**src/rtl/serial_sub_defs.vh**
```
// State encodings for serial_subtractor, shared by the package and any
// debug tooling that needs to decode the raw state register.
`ifndef SERIAL_SUB_DEFS_VH
`define SERIAL_SUB_DEFS_VH

`define SS_ST_IDLE  2'd0
`define SS_ST_SHIFT 2'd1
`define SS_ST_DONE  2'd2

`endif

```
**src/rtl/serial_subtractor_pkg.sv**
```systemverilog
// Shared types for the bit-serial subtractor; state values come from
// serial_sub_defs.vh so the encoding lives in one place.
package serial_subtractor_pkg;

`include "serial_sub_defs.vh"

    typedef enum logic [1:0] {
        ST_IDLE  = `SS_ST_IDLE,
        ST_SHIFT = `SS_ST_SHIFT,
        ST_DONE  = `SS_ST_DONE
    } state_t;

endpackage

```
**src/rtl/serial_subtractor_full_subtractor.sv**
```systemverilog
// Single-bit full subtractor cell (x - y - bin) built from gate primitives;
// the serial subtractor reuses one instance for every bit slice.
module full_subtractor (
    input  logic x,
    input  logic y,
    input  logic bin,
    output logic d,
    output logic bout
);

    logic x_xor_y;
    logic x_n;
    logic xy_n;
    logic brw_gen;
    logic brw_prop;

    xor g_xy   (x_xor_y, x, y);
    xor g_d    (d, x_xor_y, bin);
    not g_xn   (x_n, x);
    and g_gen  (brw_gen, x_n, y);
    not g_xyn  (xy_n, x_xor_y);
    and g_prop (brw_prop, xy_n, bin);
    or  g_bout (bout, brw_gen, brw_prop);

endmodule

```
**src/rtl/serial_subtractor.sv**
```systemverilog
// Bit-serial LSB-first subtractor: diff = a - b - bin over WIDTH clocks.
// Define SERIAL_SUB_OVF_EN to add the signed-overflow output ovf.
//
// state | meaning
// IDLE  | waiting for operands, in_ready high
// SHIFT | one bit slice per clock through the full-subtractor cell
// DONE  | result held on diff/bout until out_ready is sampled
module serial_subtractor
    import serial_subtractor_pkg::*;
#(
    parameter  int WIDTH = 8,
    localparam int CNT_W = $clog2(WIDTH)
) (
    input  logic             clk,
    input  logic             rst_n,
    input  logic             in_valid,
    output logic             in_ready,
    input  logic [WIDTH-1:0] a,
    input  logic [WIDTH-1:0] b,
    input  logic             bin,
    output logic             out_valid,
    input  logic             out_ready,
    output logic [WIDTH-1:0] diff,
    output logic             bout,
`ifdef SERIAL_SUB_OVF_EN
    output logic             ovf,
`endif
    output logic             busy
);

    state_t           state_q;
    logic [CNT_W-1:0] count_q;
    logic [WIDTH-1:0] a_sh_q;
    logic [WIDTH-1:0] b_sh_q;
    logic [WIDTH-1:0] diff_q;
    logic             borrow_q;
    logic             cell_d;
    logic             cell_bout;
    logic             last_slice;
`ifdef SERIAL_SUB_OVF_EN
    logic             ovf_q;
`endif

    full_subtractor u_cell (
        .x    (a_sh_q[0]),
        .y    (b_sh_q[0]),
        .bin  (borrow_q),
        .d    (cell_d),
        .bout (cell_bout)
    );

    assign last_slice = (count_q == CNT_W'(WIDTH - 1));

    always_ff @(posedge clk or negedge rst_n) begin
        if (!rst_n) begin
            state_q  <= ST_IDLE;
            count_q  <= '0;
            a_sh_q   <= '0;
            b_sh_q   <= '0;
            diff_q   <= '0;
            borrow_q <= 1'b0;
`ifdef SERIAL_SUB_OVF_EN
            ovf_q    <= 1'b0;
`endif
        end else begin
            case (state_q)
                ST_IDLE: begin
                    if (in_valid) begin
                        a_sh_q   <= a;
                        b_sh_q   <= b;
                        borrow_q <= bin;
                        count_q  <= '0;
                        state_q  <= ST_SHIFT;
                    end
                end
                ST_SHIFT: begin
                    diff_q   <= {cell_d, diff_q[WIDTH-1:1]};
                    a_sh_q   <= {1'b0, a_sh_q[WIDTH-1:1]};
                    b_sh_q   <= {1'b0, b_sh_q[WIDTH-1:1]};
                    borrow_q <= cell_bout;
                    count_q  <= count_q + CNT_W'(1);
                    if (last_slice) begin
                        state_q <= ST_DONE;
`ifdef SERIAL_SUB_OVF_EN
                        // Signed overflow: borrow into the MSB slice differs from borrow out.
                        ovf_q   <= borrow_q ^ cell_bout;
`endif
                    end
                end
                ST_DONE: begin
                    if (out_ready) begin
                        state_q <= ST_IDLE;
                    end
                end
                default: begin
                    state_q <= ST_IDLE;
                end
            endcase
        end
    end

    // in_ready is gated by rst_n so it stays low while reset is held.
    assign in_ready  = rst_n && (state_q == ST_IDLE);
    assign out_valid = (state_q == ST_DONE);
    assign busy      = (state_q != ST_IDLE);
    assign diff      = diff_q;
    assign bout      = out_valid & borrow_q;
`ifdef SERIAL_SUB_OVF_EN
    assign ovf       = out_valid & ovf_q;
`endif

endmodule

```
**config.mk**
```make
export PLATFORM = sky130hd
export DESIGN_NAME = serial_subtractor
export DESIGN_NICKNAME = d
export VERILOG_FILES = /design/src/rtl/serial_subtractor_pkg.sv /design/src/rtl/serial_subtractor_full_subtractor.sv /design/src/rtl/serial_subtractor.sv
export VERILOG_INCLUDE_DIRS = /design/src /design/src/rtl
export SDC_FILE = /design/constraint.sdc
export NUM_CORES = 1
export LEC_CHECK = 0
export BUFFER_PORTS_ARGS = -buffer_cell sky130_fd_sc_hd__buf_2
export CORE_ASPECT_RATIO = 2
export CORE_UTILIZATION = 41
export DETAILED_ROUTE_END_ITERATION = 8
export GPL_ROUTABILITY_DRIVEN = 0
export GPL_TIMING_DRIVEN = 0
export MAX_ROUTING_LAYER = met4
export PLACE_DENSITY = 0.62
export SETUP_SLACK_MARGIN = 0.4
export SYNTH_ARGS = -nofsm -noshare
export SYNTH_HDL_FRONTEND = slang
export SYNTH_HIERARCHICAL = 1
export SYNTH_SLANG_ARGS = --single-unit
```
**constraint.sdc**
```tcl
create_clock -name clk -period 1.74 [get_ports clk]
set_input_delay 0.261 -clock clk [delete_from_list [all_inputs] [get_ports clk]]
set_output_delay 0.261 -clock clk [all_outputs]
set_load 0.01 [all_outputs]
```
==> results.sh <==
export IMPL_slew_violations=0
export IMPL_holdBufCountCts=0
export IMPL_crit_type="reg2reg"
export IMPL_clockBufferDepth=2
export IMPL_row_count=30
export IMPL_wirelength_mm=3.55
export IMPL_crit_path_cell_trace="buf_6, buf_8, buf_4, buf_6, buf_6, or4b_4, o221a_4"
export IMPL_fmax_mhz=580
export IMPL_h_tree_depth=2
export IMPL_cts_tree="built"
export IMPL_insertion_delay_ps=280
export IMPL_worstSetupStartpointType="flop"
export IMPL_cp_top_family="buffers and inverters"
export IMPL_ys_warn_count=6
export IMPL_maxCapViolations=0
export IMPL_io_pins=33
export IMPL_end_kind="flop"
export IMPL_final_cell_mix="buf_2, dfrtp_1, buf_6"
export IMPL_num_nets_final=194
export IMPL_status="completed"
export IMPL_grt_pass1_wl_mm=5.44
export IMPL_grt_overflow_total=0
export IMPL_initial_core_util=0.430
export IMPL_diodes=0
export IMPL_rr_startpoint="state_q[1]"
export IMPL_rrSetupSlack_ps=20
export IMPL_syn_area_um2=1470
export IMPL_syn_to_final_growth_pct=50.0
export IMPL_grt_max_degree=32
export IMPL_path_max_fanout=5
export IMPL_viasPerCell=5.36
export IMPL_cp_num_cells=7
export IMPL_fin_skew_ps=3.72
export IMPL_first_pass_iters=4
export IMPL_filler_cell_count=273
export IMPL_wl_per_cell_um=16.2
export IMPL_grt_pass1_vias=1125
export IMPL_slew_headroom=0.540
export IMPL_postRouteAntennaNets=0
export IMPL_syn_area_per_cell_um2=12.6
export IMPL_antenna_found_initial=0
export IMPL_min_path_type="in2async"
export IMPL_die_x_um=44.3
export IMPL_dp_hpwl_mm=2.23
export IMPL_ys_seq_area_frac=0.511
export IMPL_clkTransAtPathRegs_ps=70
export IMPL_dieArea_um2=3840
export IMPL_die_h_um=86.7
export IMPL_grt_util_all_layers=0.203
export IMPL_tns_ps=0
export IMPL_crit_path_max_incr_delay_ps=490
export IMPL_numCtsBuffers=5
export IMPL_layout_cells_non_filler=219
export IMPL_pre_cts_ws_ps=229
export IMPL_root_buffer="clkbuf_8"
export IMPL_p_leak_nw=1.03
export IMPL_synth_nets=141
export IMPL_finalPower_mw=3.87
export IMPL_ff2ff_path_depth=7
export IMPL_placed_cells=197
export IMPL_setup_viol=0
export IMPL_cp_buffers_inverters=5
export IMPL_drt_iter0_markers=15
export IMPL_cp_arrival_ps=1890
export IMPL_required_ps=1910
export IMPL_core_area_um2=3420
export IMPL_drc=0
export IMPL_final_common_cell="buf_2"
export IMPL_synthFlopType="dfrtp_1"
export IMPL_netlist_instances=117
export IMPL_synth_edf_count=0
export IMPL_ys_types=27
export IMPL_peakVddDrop_mv=1.12
export IMPL_critPathSlowestCell="or4b_4"
export IMPL_min_period_over_period=0.990
export IMPL_post_route_min_period_ps=1720
export IMPL_layout_setup_ws_ps=16.8
export IMPL_synth_async_reset_ratio=1.00
export IMPL_dr_total_vias=1173
export IMPL_powerDensity_nw_per_um2=1750
export IMPL_timing_rr_end="a_sh_q[6]"
export IMPL_rsz0062_at_grt="yes"
export IMPL_cp_common_cell="buf_6"
export IMPL_post_route_cells_drive_above_1_share=0.614
export IMPL_fin_hold_ws_ps=18.3
export IMPL_tightest_slew_ps=691
export IMPL_io_buffer_count=32
export IMPL_cts_num_sinks=30
export IMPL_final_hold_violation_count=0
export IMPL_ys_seq_elements=30
per-layer routing:
metal,GRT usage,part of all wire,up-vias
li1,-,-,545
met1,0.230,0.39,576
met2,0.325,0.55,40
met3,0.0458,0.033,12
met4,0.107,0.036,0
met5,-,0,-
sequential cells by signal, indices dropped and copies added (netlist names):
name      cells
diff          8
count_q       3
state_q       2
a_sh_q        8
b_sh_q        8
borrow_q      1
stage by stage:
step / utilization / area, µm²
global placement: 0.500 / 1710
global route: 0.646 / 2210
floorplan: - / 1490
finish: 0.646 / 2210
CTS: 0.579 / 1980
detailed placement: 0.500 / 1710
kinds of logic after synthesis:
| kind of cell | after synthesis | share of synthesized area |
|---|---|---|
| muxes | 9 | 0.0681 |
| adders and majority gates | 3 | 0.0306 |
| and+or+nand+nor | 30 | 0.169 |
| DFF | 30 | 0.511 |
| AOI/OAI and AO/OA | 23 | 0.150 |
| buffers and inverters | 22 | 0.0723 |
worst max path at each step:
stage	from	to	slack, ps
global route	state_q[1]	in_ready	-20
detailed placement	state_q[0]	in_ready	230
global placement	state_q[0]	in_ready	240
floorplan	state_q[1]	in_ready	370
finish	state_q[1]	a_sh_q[6]	20
CTS	state_q[1]	in_ready	40
timing repair:
item,4_1_cts,5_1_grt
cloned,1,1
pin swaps,9,6
buffers inserted,9,3
endpoints found under the hold margin,0,0
resized for setup,21,36
endpoints found under the setup margin,18,24
cells in the mapped netlist (all sizes together), types with 2 or more instances:
cell    number  share of area
dfrtp       30           0.51
inv         11          0.028
buf         10          0.042
o221a        9          0.069
or4b         9          0.061
mux2         8          0.061
nor4b        6          0.036
nor3b        5          0.026
a211oi       3          0.015
a221oi       3          0.018
a22o         3          0.018
nand2b       3          0.013
a211o        2          0.012
ha           2          0.017
nor2b        2         0.0085
nor4bb       2          0.014
layout make-up:
cell class,instances,area (µm²),area share
Multi-Input combinational cell,65,817,0.370
Clock inverter,3,40.0,0.0182
Tap cell,48,60.1,0.0272
Sequential cell,30,751,0.340
Clock buffer,5,68.8,0.0312
Buffer,11,111,0.0505
Inverter,11,41.3,0.0187
Timing Repair Buffer,46,317,0.144
power by group:
group	switching, mW	internal [mW]	leakage [nW]
Clock	0.268	0.421	0.0579
Combinational	0.834	1.09	0.618
Sequential	0.217	1.04	0.353
No activity file was read; power rests on OpenSTA's default activity.
